### config.mk
export PLATFORM = sky130hd
export DESIGN_NAME = sync_r2w_gray
export DESIGN_NICKNAME = d
export VERILOG_FILES = /design/src/rtl/fifo_cdc_pkg.sv /design/src/rtl/sync_bus_chain.sv /design/src/rtl/sync_r2w_gray.sv
export SDC_FILE = /design/constraint.sdc
export NUM_CORES = 1
export LEC_CHECK = 0
export CAP_MARGIN = 5
export CORE_MARGIN = 2
export CORE_UTILIZATION = 25
export DETAILED_ROUTE_END_ITERATION = 8
export GPL_ROUTABILITY_DRIVEN = 0
export HOLD_SLACK_MARGIN = 0.03
export PLACE_DENSITY = 0.48
export REMOVE_ABC_BUFFERS = 1
export SLEW_MARGIN = 0
export SYNTH_ARGS = -nofsm -noshare
export SYNTH_HDL_FRONTEND = slang
export SYNTH_HIERARCHICAL = 1
export SYNTH_SLANG_ARGS = --single-unit
### constraint.sdc
create_clock -name wclk -period 2.45 [get_ports wclk]
set_input_delay 0.49 -clock wclk [delete_from_list [all_inputs] [get_ports wclk]]
set_output_delay 0.49 -clock wclk [all_outputs]
set_load 0.02 [all_outputs]
### src/rtl/fifo_cdc_pkg.sv
// Shared helpers for the async FIFO clock-domain-crossing logic.
package fifo_cdc_pkg;

  localparam int unsigned SYNC_STAGES_MIN = 2;
  localparam int unsigned SYNC_STAGES_MAX = 4;

  // Widest pointer the helpers handle; narrower pointers are zero-extended.
  localparam int unsigned PTR_MAX_W = 32;

  typedef logic [PTR_MAX_W-1:0] ptr_max_t;

  // Gray to binary. A zero-extended Gray value converts to a zero-extended binary value.
  function automatic ptr_max_t gray2bin(input ptr_max_t g);
    ptr_max_t b;
    b = '0;
    b[PTR_MAX_W-1] = g[PTR_MAX_W-1];
    for (int i = int'(PTR_MAX_W) - 2; i >= 0; i--) begin
      b[i] = b[i+1] ^ g[i];
    end
    return b;
  endfunction

  // Binary to Gray.
  function automatic ptr_max_t bin2gray(input ptr_max_t b);
    return b ^ (b >> 1);
  endfunction

  // Number of set bits.
  function automatic int unsigned popcount(input ptr_max_t v);
    int unsigned n;
    n = 0;
    for (int i = 0; i < int'(PTR_MAX_W); i++) begin
      n = n + 32'(v[i]);
    end
    return n;
  endfunction

endpackage

### src/rtl/sync_bus_chain.sv
// WIDTH x STAGES synchroniser flop chain with synchronous active-low reset.
module sync_bus_chain #(
  parameter int unsigned WIDTH  = 5,
  parameter int unsigned STAGES = 2
) (
  input  logic             clk,
  input  logic             rst_n,
  input  logic [WIDTH-1:0] d,
  output logic [WIDTH-1:0] q
);

  (* ASYNC_REG = "TRUE", dont_touch = "true" *)
  logic [WIDTH-1:0] stage [STAGES];

  // Plain flop-to-flop chain; only stage[0] samples the asynchronous input.
  always_ff @(posedge clk) begin
    if (!rst_n) begin
      for (int i = 0; i < int'(STAGES); i++) begin
        stage[i] <= '0;
      end
    end else begin
      stage[0] <= d;
      for (int i = 1; i < int'(STAGES); i++) begin
        stage[i] <= stage[i-1];
      end
    end
  end

  assign q = stage[STAGES-1];

endmodule

### src/rtl/sync_r2w_gray.sv
// Read-pointer synchroniser into the write domain with binary view, advance
// count and a sticky Gray-coding violation monitor.
module sync_r2w_gray
  import fifo_cdc_pkg::*;
#(
  parameter int unsigned ADDRSIZE    = 4,
  parameter int unsigned SYNC_STAGES = 2
) (
  input  logic              wclk,
  input  logic              wrst_n,
  input  logic [ADDRSIZE:0] rptr,
  input  logic              err_clr,
  output logic [ADDRSIZE:0] wq_rptr,
  output logic [ADDRSIZE:0] wq_rptr_bin,
  output logic [ADDRSIZE:0] rptr_adv,
  output logic              rptr_moved,
  output logic              gray_err
);

  localparam int unsigned PTR_W = ADDRSIZE + 1;

  // Reject illegal configurations at elaboration.
  if (SYNC_STAGES < SYNC_STAGES_MIN || SYNC_STAGES > SYNC_STAGES_MAX) begin : g_bad_stages
    $error("sync_r2w_gray: SYNC_STAGES out of range");
  end
  if (PTR_W > PTR_MAX_W) begin : g_bad_width
    $error("sync_r2w_gray: ADDRSIZE too large");
  end

  logic [PTR_W-1:0] prev_gray;
  logic [PTR_W-1:0] cur_bin;
  logic [PTR_W-1:0] prev_bin;
  logic [PTR_W-1:0] adv_next;
  logic             moved_next;
  logic             violation;
  logic             err_next;

  sync_bus_chain #(
    .WIDTH  (PTR_W),
    .STAGES (SYNC_STAGES)
  ) u_chain (
    .clk   (wclk),
    .rst_n (wrst_n),
    .d     (rptr),
    .q     (wq_rptr)
  );

  // Binary conversion, advance and Gray-step check on the synchronised pointer.
  always_comb begin
    cur_bin    = '0;
    prev_bin   = '0;
    adv_next   = '0;
    moved_next = 1'b0;
    violation  = 1'b0;
    err_next   = gray_err;

    cur_bin    = PTR_W'(gray2bin(PTR_MAX_W'(wq_rptr)));
    prev_bin   = PTR_W'(gray2bin(PTR_MAX_W'(prev_gray)));
    adv_next   = cur_bin - prev_bin;
    moved_next = (cur_bin != prev_bin);
    violation  = (popcount(PTR_MAX_W'(wq_rptr ^ prev_gray)) > 32'd1);

    // Set has priority over clear so a coincident violation is never lost.
    if (violation) begin
      err_next = 1'b1;
    end else if (err_clr) begin
      err_next = 1'b0;
    end
  end

  // Write-domain registers fed from the synchronised pointer.
  always_ff @(posedge wclk) begin
    if (!wrst_n) begin
      prev_gray   <= '0;
      wq_rptr_bin <= '0;
      rptr_adv    <= '0;
      rptr_moved  <= 1'b0;
      gray_err    <= 1'b0;
    end else begin
      prev_gray   <= wq_rptr;
      wq_rptr_bin <= cur_bin;
      rptr_adv    <= adv_next;
      rptr_moved  <= moved_next;
      gray_err    <= err_next;
    end
  end

endmodule

==> results of run 1 <==
## sequential cells by signal (all words and copies together), names as in the netlist
name,cells
prev_gray,4
rptr_moved,1
gray_err,1
u_chain/stage,10
wq_rptr_bin,5
rptr_adv,5
## final timing paths
kind | from | endpoint | slack (ps)
max | u_chain/stage[0][7] | rptr_adv[4] | 100
max reg2reg | u_chain/stage[0][7] | rptr_adv[4] | 100
min reg2reg | u_chain/stage[0][3] | u_chain/stage[0][8] | 430
min | u_chain/stage[0][3] | u_chain/stage[0][8] | 430
## logic make-up after synthesis
family          count (synthesis)  synth area share, %
compound gates                  5                 2.88
buf+inv                        10                 5.54
fa+ha+maj                       7                 9.46
xor+xnor                       13                 15.8
simple gates                   34                 18.3
flops                          26                 48.0
## synth_stat cells, drive strengths merged (2+ instances only)
master  count  share of area, %
nor2        7               2.7
and2       17                10
dfxtp      26                48
buf         6               4.2
inv         3               1.0
ha          5               5.8
o21ai       2              0.92
nor2b       4               2.3
fa          2               3.7
xnor2       3               4.8
nor3b       2               1.4
nor3        2              0.92
xor2        9               8.7
## repair_timing
action,4_1_cts,5_1_grt
gates resized for setup,0,7
setup endpoints to repair,0,2
hold buffers,0,0
hold endpoints to repair,0,0
buffers inserted,0,1
## per-layer routing
layer / vias up / GRT usage, % / part of all wire (%)
li1: 349 / - / -
met3: 4 / 2.60 / 5.9
met4: 0 / 3.85 / 1.9
met2: 20 / 13.1 / 45
met1: 293 / 9.33 / 48
met5: - / 0 / 0
## power groups by stage
stage	logic (mW)	clock network, mW	registers [mW]
after floorplan	0.108	0	0.520
after global placement	0.247	0	0.481
after detailed placement	0.249	0	0.482
after CTS	0.250	0.246	0.472
after global routing	0.281	0.263	0.475
final	0.256	0.234	0.470
## critical path, stage by stage, from the launching register on
cell and delay [ps]:
dfxtp_4 370, xor3_2 490, xnor2_4 160, xor2_2 170
ha_2 210, fa_2 330, nor2b_1 170, o21ai_1 100
a21oi_1 180, nor3b_2 60
## layout by cell type, fill, tap and decap left out
master,Yosys,routed
dfxtp_1,26,25
clkdlybuf4s50_1,0,24
and2_1,15,15
xor2_1,7,7
nor2_1,6,6
buf_4,6,6
nor2b_1,4,4
ha_1,5,4
inv_1,3,3
clkbuf_8,0,3
xor2_2,2,2
and2_2,2,2
nor3b_2,0,2
nor3_1,2,2
xnor2_2,1,1
xor3_2,1,1
xnor2_4,1,1
xnor2_1,1,1
clkinv_1,1,1
o21ai_1,0,1
a21oi_1,1,1
nand3_1,1,1
nand4_1,1,1
a2111oi_0,1,1
nor2_2,1,1
o21a_1,1,1
o21ai_0,2,1
fa_2,0,1
fa_1,2,1
ha_2,0,1
dfxtp_4,0,1
## cell type report
cell class	instances	area, sq um	share of cell area (%)
Clock buffer	3	41.3	2.85
Inverter	4	15.0	1.04
Multi-Input combinational cell	59	519	35.9
Sequential cell	26	524	36.2
Tap cell	50	62.6	4.32
Timing Repair Buffer	30	285	19.7
## through the flow
| step | utilization (%) | std cells | total power, mW | TNS (ps) | setup slack, ps |
|---|---|---|---|---|---|
| 3_3_place_gp | 33.8 | 168 | 0.728 | 0 | 122 |
| 2_1_floorplan | - | 89 | 0.628 | -96.2 | -96.2 |
| 6_report | 35.4 | 172 | 0.961 | 0 | 104 |
| 5_1_grt | 35.4 | 172 | 1.02 | 0 | 17.7 |
| 4_1_cts | 34.8 | 171 | 0.968 | 0 | 34.8 |
| 3_5_place_dp | 33.8 | 168 | 0.730 | 0 | 50.8 |
==> qor.txt, run 1 <==
LOGIC SYNTHESIS
----------------------------------------------------------------------------------------
Number of instances in the synthesized netlist                                        95
Most used flip-flop cell after synthesis                                         dfxtp_1
Mapped Area                                                                   1080 sq um
Async set-reset flop share out of synthesis                                           0%
Average cell area after synthesis                                             11.4 sq um
Post-synthesis cell type count                                                        25
Number of flops mapped to enable cells by yosys                                        0
Post-synthesis sequential element count                                               26
Yosys synthesis warning count                                                          6
Sequential share of the synthesized area                                           48.0%

POWER
----------------------------------------------------------------------------------------
Highest ir drop seen on vdd                                                     0.219 mV
Proportion of power drawn by flip-flops and latches                                49.0%
Power density normalized to cell area                                        664 nW/um^2
Cell internal power dissipation                                                 0.702 mW
Portion of total power attributed to combinational logic                           26.6%
Switching share of power                                                           27.0%
Clock power share                                                                  24.4%
Switching pwr                                                                   0.259 mW
Lkg Pwr                                                                         0.609 nW

LAYOUT
----------------------------------------------------------------------------------------
Number of inserted diodes                                                              0
Ratio of cells with drive above 1 in the final layout                              18.0%
Net count reported at finish                                                         139
Fill cell total of the finished layout                                               421
Finished Cell Area                                                            1450 sq um
Synth-to-layout area growth                                                        33.4%

GLOBAL ROUTING
----------------------------------------------------------------------------------------
Total global-route track usage                                                     7.98%
First-pass GRT wire length                                                  3110 microns
Maximum number of pins on one net before global-route repair                          18
Overflow left after global routing                                                     0
Number of antenna violations at the first check in global routing                      0
Via count of the first global-routing pass                                           706

DRT
----------------------------------------------------------------------------------------
Vias post-DR                                                                         666
Number of vias per cell                                                             3.87
Number of search-and-repair iterations in the first detailed-routing pass              2
Antenna-violating nets left                                                            0
Routed wire length                                                          1760 microns
Post-detailed-route wirelength per cell                                     10.2 microns
Detailed-route DRC error count                                                         0
Iteration-0 DRC count of the detailed router                                          12

CLOCKING
----------------------------------------------------------------------------------------
Depth of the CTS H-tree                                                                1
Number of CTS-inserted buffers                                                         3
CTS root buffer                                                                 clkbuf_8
Latest clock arrival within the worst-skew pair                                   260 ps
CTS tree                                                                           built
Number of sinks handled by clock tree synthesis                                       26
Buffers from clock root to sink, at most                                               2
Clock transition at the registers of the reported paths                            80 ps

FLOORPLAN
----------------------------------------------------------------------------------------
Overall die area                                                              4880 sq um
Starting density of the core                                                       26.5%
Area inside the core boundary                                                 4090 sq um
Die Height                                                                  69.9 microns
# rows                                                                                23
Die Wd                                                                      69.9 microns
I/O pin count                                                                         25

PLACE
----------------------------------------------------------------------------------------
IO buf count                                                                          24
Placed wire-length estimate                                                 1290 microns
Cell area reported after detailed placement                                   1380 sq um

RUN STATUS
----------------------------------------------------------------------------------------
Outcome                                                                     finished, final reports clean

STA
----------------------------------------------------------------------------------------
Final worst path period need                                                     2350 ps
RSZ-0062 raised after global routing                                                  no
Slew Limit Headroom                                                                73.6%
Actual slew at the worst max-slew pin                                             394 ps
Period utilisation layout                                                          95.8%
FMAX                                                                             426 MHz
Clock skew                                                                      0.759 ps
Final count of pins violating max slew                                                 0
Count of endpoints failing hold in the final timing report                             0
Final Hold Slack                                                                  435 ps
Number of endpoints failing setup at the final stage                                   0

WORST HOLD PATH
----------------------------------------------------------------------------------------
Cell depth of the worst min-delay path                                                 1
Tightest Hold Check Type                                                    flop to flop

WORST SETUP PATH
----------------------------------------------------------------------------------------
Type of origin of the critical path                                                 flop
Arrival time of data at the critical path endpoint                               2500 ps
Nature of the critical path endpoint                                                flop
Maximum fanout encountered on the critical timing path                                 4
CP required                                                                      2610 ps
Type of the setup path with the least slack                                 flop to flop
Cells on worst reg2reg path                                                            9

FLOW RUN
----------------------------------------------------------------------------------------
Max-cap violation count                                                                0

Note: power is estimated with default switching activity, not from simulation.
==> run 2: changes to the inputs <==
--- a/config.mk
+++ b/config.mk
@@ -6,12 +6,14 @@
 export NUM_CORES = 1
 export LEC_CHECK = 0
 export CAP_MARGIN = 5
+export CELL_PAD_IN_SITES_DETAIL_PLACEMENT = 0
+export CELL_PAD_IN_SITES_GLOBAL_PLACEMENT = 2
 export CORE_MARGIN = 2
 export CORE_UTILIZATION = 25
 export DETAILED_ROUTE_END_ITERATION = 8
 export GPL_ROUTABILITY_DRIVEN = 0
-export HOLD_SLACK_MARGIN = 0.03
-export PLACE_DENSITY = 0.48
+export HOLD_SLACK_MARGIN = 0.05
+export PLACE_DENSITY = 0.68
 export REMOVE_ABC_BUFFERS = 1
 export SLEW_MARGIN = 0
 export SYNTH_ARGS = -nofsm -noshare
==> run 2 against run 1 <==
Net effect:
- clock power increased by 51%
- highest routed layer unchanged
- sequential cell count unchanged
- core utilization grew 0.80 points
- sequential share of layout area shrank 0.96 points
- sequential power is essentially flat
- first-iteration DRC count is 58% higher
- largest power group unchanged
- cell area is 2.2% higher
- cell count up 1.2%
- register-to-register slack improved by 50 ps
- non-clock buffer count increased by 1
==> qor.txt, run 2 (synthesis results as in run 1) <==
LAYOUT
----------------------------------------------------------------------------------------
Largest registers                                                           u_chain/stage: 10 flops, rptr_adv: 5 flops, wq_rptr_bin: 5 flops
Number of inserted diodes                                                              0
Synth-to-layout area growth                                                        36.4%
Finished Cell Area                                                            1480 sq um
Final core utilization                                                             36.2%
Register containing the most flip-flops in the final layout                 u_chain/stage
Commonest non-fill, non-tap cell in the layout                                   dfxtp_1
Net count reported at finish                                                         140
Most used cells in the layout excluding fill and tap cells                  25 x dfxtp_1, 24 x clkdlybuf4s50_1, 15 x and2_1
Max FFs per register                                                                  10
Final Instance Count excl. Fillers                                                   174
Ratio of cells with drive above 1 in the final layout                              19.4%

CLOCKING
----------------------------------------------------------------------------------------
Number of sinks handled by clock tree synthesis                                       26
Clock transition at the registers of the reported paths                            90 ps
CTS Hold Buffers Added                                                                 0
Depth of the CTS H-tree                                                                1
Buffers from clock root to sink, at most                                               2
CTS tree                                                                           built
CTS root buffer                                                                 clkbuf_8
Number of CTS-inserted buffers                                                         3
Latest clock arrival within the worst-skew pair                                   270 ps

WORST HOLD PATH
----------------------------------------------------------------------------------------
Tightest Hold Check Type                                                    flop to flop

POWER
----------------------------------------------------------------------------------------
Power density normalized to cell area                                        731 nW/um^2
Total power of the final layout                                                  1.08 mW
Lkg Pwr                                                                         0.627 nW
Highest ir drop seen on vdd                                                     0.408 mV

PLACE
----------------------------------------------------------------------------------------
Worst slack after detailed placement                                             52.7 ps
Cell area reported after detailed placement                                   1390 sq um
Number of placed instances, taps included                                            169
Placed wire-length estimate                                                 1340 microns
IO buf count                                                                          24

DRT
----------------------------------------------------------------------------------------
Iteration-0 DRC count of the detailed router                                          19
Routed wire length                                                          1760 microns
Vias post-DR                                                                         673
Number of search-and-repair iterations in the first detailed-routing pass              2
Antenna-violating nets left                                                            0
Post-detailed-route wirelength per cell                                     10.1 microns
Number of vias per cell                                                             3.87
Detailed-route DRC error count                                                         0

GLOBAL ROUTING
----------------------------------------------------------------------------------------
Maximum number of pins on one net before global-route repair                          18
Number of antenna violations at the first check in global routing                      0
Total global-route track usage                                                     7.95%
First-pass GRT wire length                                                  3110 microns
Overflow left after global routing                                                     0
Via count of the first global-routing pass                                           664

STA
----------------------------------------------------------------------------------------
Final-layout setup total negative slack                                             0 ps
Slew Limit Headroom                                                                73.2%
Worst-case setup margin in the final layout                                       158 ps
FMAX                                                                             436 MHz
Count of endpoints failing hold in the final timing report                             0
Period utilisation layout                                                          93.6%
Number of endpoints failing setup at the final stage                                   0
Final worst path period need                                                     2290 ps
Final Hold Slack                                                                  438 ps
Final count of pins violating max slew                                                 0
Actual slew at the worst max-slew pin                                             401 ps
Clock skew                                                                      0.709 ps

RUN STATUS
----------------------------------------------------------------------------------------
Outcome                                                                     finished, final reports clean

WORST SETUP PATH
----------------------------------------------------------------------------------------
Nature of the critical path endpoint                                                flop
CP required                                                                      2610 ps
Type of the setup path with the least slack                                 flop to flop
Maximum fanout encountered on the critical timing path                                 3
Type of origin of the critical path                                                 flop
Arrival time of data at the critical path endpoint                               2450 ps

FLOORPLAN
----------------------------------------------------------------------------------------
Starting density of the core                                                       26.5%
Die Wd                                                                      69.9 microns
I/O pin count                                                                         25
# rows                                                                                23
Area inside the core boundary                                                 4090 sq um
Die Height                                                                  69.9 microns
Overall die area                                                              4880 sq um

FLOW RUN
----------------------------------------------------------------------------------------
Max-cap violation count                                                                0

-- run 2: where the power goes --
part / switching (mW) / internal (mW) / leakage (nW) / total (mW)
clock: 0.135 / 0.218 / 0.0357 / 0.353
combinational: 0.121 / 0.135 / 0.376 / 0.257
sequential: 0.0131 / 0.458 / 0.215 / 0.471
total: 0.269 / 0.812 / 0.627 / 1.08
-- run 2: area by class of cell --
type	count	area (sq um)
Clock buffer	3	41.3
Clock inverter	1	30.0
Fill cell	415	2610
Inverter	4	15.0
Multi-Input combinational cell	59	517
Sequential cell	26	522
Tap cell	50	62.6
Timing Repair Buffer	31	293
-- run 2: timing repair --
item                                    4_1_cts  5_1_grt
setup buffers                                 0        1
endpoints found under the setup margin        0        1
gates resized for setup                       0        5
-- run 2: final timing paths --
path | from | endpoint | slack (ps) | cells past startpoint
worst max-delay path | u_chain/stage[0][7] | rptr_adv[4] | 160 | 9
worst min register to register | u_chain/stage[0][1] | u_chain/stage[0][6] | 440 | 1
worst min-delay path | u_chain/stage[0][1] | u_chain/stage[0][6] | 440 | 1
worst max register to register | u_chain/stage[0][7] | rptr_adv[4] | 160 | 9
-- run 2: per-layer routing --
| metal | GRT usage [%] | vias to the layer above | wire length [microns] |
|---|---|---|---|
| met5 | 0 | - | 0 |
| met4 | 1.92 | 0 | 10 |
| met3 | 3.32 | 2 | 110 |
| met2 | 13.7 | 20 | 850 |
| met1 | 9.16 | 298 | 789 |
| li1 | - | 353 | - |
-- run 2: worst max-delay path: stages, from the launching register on --
cell,delay (ps)
dfxtp_2,340
xor3_2,490
xnor2_4,160
xor2_2,170
ha_2,210
fa_2,340
nor2b_2,130
o21ai_0,100
a21oi_1,170
nor3b_2,60
==> run 3: changes to the inputs <==
--- a/config.mk
+++ b/config.mk
@@ -9,11 +9,11 @@
 export CELL_PAD_IN_SITES_DETAIL_PLACEMENT = 0
 export CELL_PAD_IN_SITES_GLOBAL_PLACEMENT = 2
 export CORE_MARGIN = 2
-export CORE_UTILIZATION = 25
+export CORE_UTILIZATION = 28
 export DETAILED_ROUTE_END_ITERATION = 8
 export GPL_ROUTABILITY_DRIVEN = 0
 export HOLD_SLACK_MARGIN = 0.05
-export PLACE_DENSITY = 0.68
+export PLACE_DENSITY = 0.75
 export REMOVE_ABC_BUFFERS = 1
 export SLEW_MARGIN = 0
 export SYNTH_ARGS = -nofsm -noshare
==> run 3 against run 2 <==
Net effect:
- global-route usage up 2.0 points
- worst hold slack better by 2.1 ps
- via count up 2.5%
- critical path type unchanged
- largest power group unchanged
==> qor.txt, run 3 (synthesis results as in run 1) <==
STA
----------------------------------------------------------------------------------------
Period utilisation layout                                                          95.3%
Final worst path period need                                                     2330 ps
Worst-case setup margin in the final layout                                       115 ps
Number of endpoints failing setup at the final stage                                   0
FMAX                                                                             428 MHz
Slew Limit Headroom                                                                75.5%
Clock skew                                                                       3.27 ps
Final-layout setup total negative slack                                             0 ps
Count of endpoints failing hold in the final timing report                             0
RSZ-0062 raised after global routing                                                  no
Actual slew at the worst max-slew pin                                             358 ps
Final count of pins violating max slew                                                 0

POWER
----------------------------------------------------------------------------------------
Highest ir drop seen on vdd                                                     0.436 mV
Lkg Pwr                                                                         0.629 nW
Power density normalized to cell area                                        731 nW/um^2

WORST SETUP PATH
----------------------------------------------------------------------------------------
Cells on worst reg2reg path                                                            9
CP required                                                                      2610 ps
Nature of the critical path endpoint                                                flop
Type of origin of the critical path                                                 flop
Maximum fanout encountered on the critical timing path                                 2
Arrival time of data at the critical path endpoint                               2500 ps
Type of the setup path with the least slack                                 flop to flop

CLOCKING
----------------------------------------------------------------------------------------
Clock transition at the registers of the reported paths                            90 ps
Number of sinks handled by clock tree synthesis                                       26
Latest clock arrival within the worst-skew pair                                   270 ps
CTS root buffer                                                                 clkbuf_8
Number of CTS-inserted buffers                                                         3
Depth of the CTS H-tree                                                                1
Buffers from clock root to sink, at most                                               2
CTS tree                                                                           built

LAYOUT
----------------------------------------------------------------------------------------
Max FFs per register                                                                  10
Fill cell total of the finished layout                                               386
Net count reported at finish                                                         140
Most used cells in the layout excluding fill and tap cells                  24 x dfxtp_1, 24 x clkdlybuf4s50_1, 15 x and2_1
Ratio of cells with drive above 1 in the final layout                              21.0%
Register containing the most flip-flops in the final layout                 u_chain/stage
Number of inserted diodes                                                              0
Synth-to-layout area growth                                                        37.0%
Finished Cell Area                                                            1490 sq um
Largest registers                                                           u_chain/stage: 10 flops, rptr_adv: 5 flops, wq_rptr_bin: 5 flops

DRT
----------------------------------------------------------------------------------------
Antenna-violating nets left                                                            0
Post-detailed-route wirelength per cell                                     10.8 microns
Vias post-DR                                                                         690
Number of vias per cell                                                             4.01
Routed wire length                                                          1860 microns
Number of search-and-repair iterations in the first detailed-routing pass              4
Detailed-route DRC error count                                                         0
Iteration-0 DRC count of the detailed router                                           2

RUN STATUS
----------------------------------------------------------------------------------------
Outcome                                                                     finished, final reports clean

FLOW RUN
----------------------------------------------------------------------------------------
Max-cap violation count                                                                0

GLOBAL ROUTING
----------------------------------------------------------------------------------------
First-pass GRT wire length                                                  3220 microns
Total global-route track usage                                                     9.98%
Overflow left after global routing                                                     0
Number of antenna violations at the first check in global routing                      0
Via count of the first global-routing pass                                           724
Maximum number of pins on one net before global-route repair                          18

FLOORPLAN
----------------------------------------------------------------------------------------
Starting density of the core                                                       29.4%
Overall die area                                                              4390 sq um
Die Height                                                                  66.2 microns
Die Wd                                                                      66.2 microns
Area inside the core boundary                                                 3690 sq um
I/O pin count                                                                         25
# rows                                                                                22

WORST HOLD PATH
----------------------------------------------------------------------------------------
Tightest Hold Check Type                                                    flop to flop
Cell depth of the worst min-delay path                                                 1

PLACE
----------------------------------------------------------------------------------------
IO buf count                                                                          24
Cell area reported after detailed placement                                   1380 sq um
Placed wire-length estimate                                                 1360 microns
Worst slack after detailed placement                                             18.1 ps

-- run 3: cell types whose count changed in the layout (fill, tap and decap cells not counted) --
cell and change:
dfxtp_1 -1, dfxtp_2 +1, xor2_1 -1, xor2_2 +1
-- run 3: repair_timing --
item / in CTS / in global routing
hold buffers: 0 / 0
buffers inserted: 2 / 0
resized for setup: 2 / 5
pin swaps: 1 / 3
endpoints found under the setup margin: 1 / 1
-- run 3: final timing paths --
kind / start / to / slack, ps
worst min register to register: u_chain/stage[0][0] / u_chain/stage[0][5] / 440
worst max register to register: u_chain/stage[0][9] / rptr_adv[4] / 120
worst min-delay path: u_chain/stage[0][0] / u_chain/stage[0][5] / 440
worst max-delay path: u_chain/stage[0][9] / rptr_adv[4] / 120
-- run 3: where the power goes --
group          internal, mW  total, mW  switching (mW)
combinational         0.135      0.259           0.124
clock                 0.219      0.355           0.137
sequential            0.458      0.471          0.0130
total                 0.812       1.09           0.274
-- run 3: worst max-delay path, stage by stage, from the launching register on --
cell	delay [ps]
dfxtp_2	340
xor3_2	490
xnor2_4	160
xor2_2	160
ha_2	210
fa_2	350
nor2b_2	150
o21ai_0	120
a21oi_1	190
nor3b_2	60
-- run 3: per-stage QoR --
| stage | util, % | instances | total power [mW] | hold WS (ps) |
|---|---|---|---|---|
| final | 40.3 | 172 | 1.09 | 440 |
| after global routing | 40.3 | 172 | 1.14 | 463 |
| after detailed placement | 37.3 | 166 | 0.732 | 420 |
| after global placement | 37.3 | 166 | 0.729 | 416 |
| after floorplan | - | 89 | 0.628 | 406 |
| after CTS | 39.8 | 172 | 1.10 | 442 |
-- run 3: layout make-up --
type	count	area (sq um)	share of cell area (%)
multi-input combinational	59	524	35.3
clock buffer	3	41.3	2.78
timing repair buffer	31	293	19.7
inverter	4	15.0	1.01
tap	48	60.1	4.04
sequential	26	523	35.2
clock inverter	1	30.0	2.02
-- run 3: per-layer routing --
layer / track usage (%) / vias up / routed length [microns]
met3: 3.75 / 4 / 101
met1: 11.4 / 317 / 806
li1: - / 350 / -
met5: 0 / - / 0
met4: 3.83 / 0 / 28
met2: 16.8 / 19 / 921
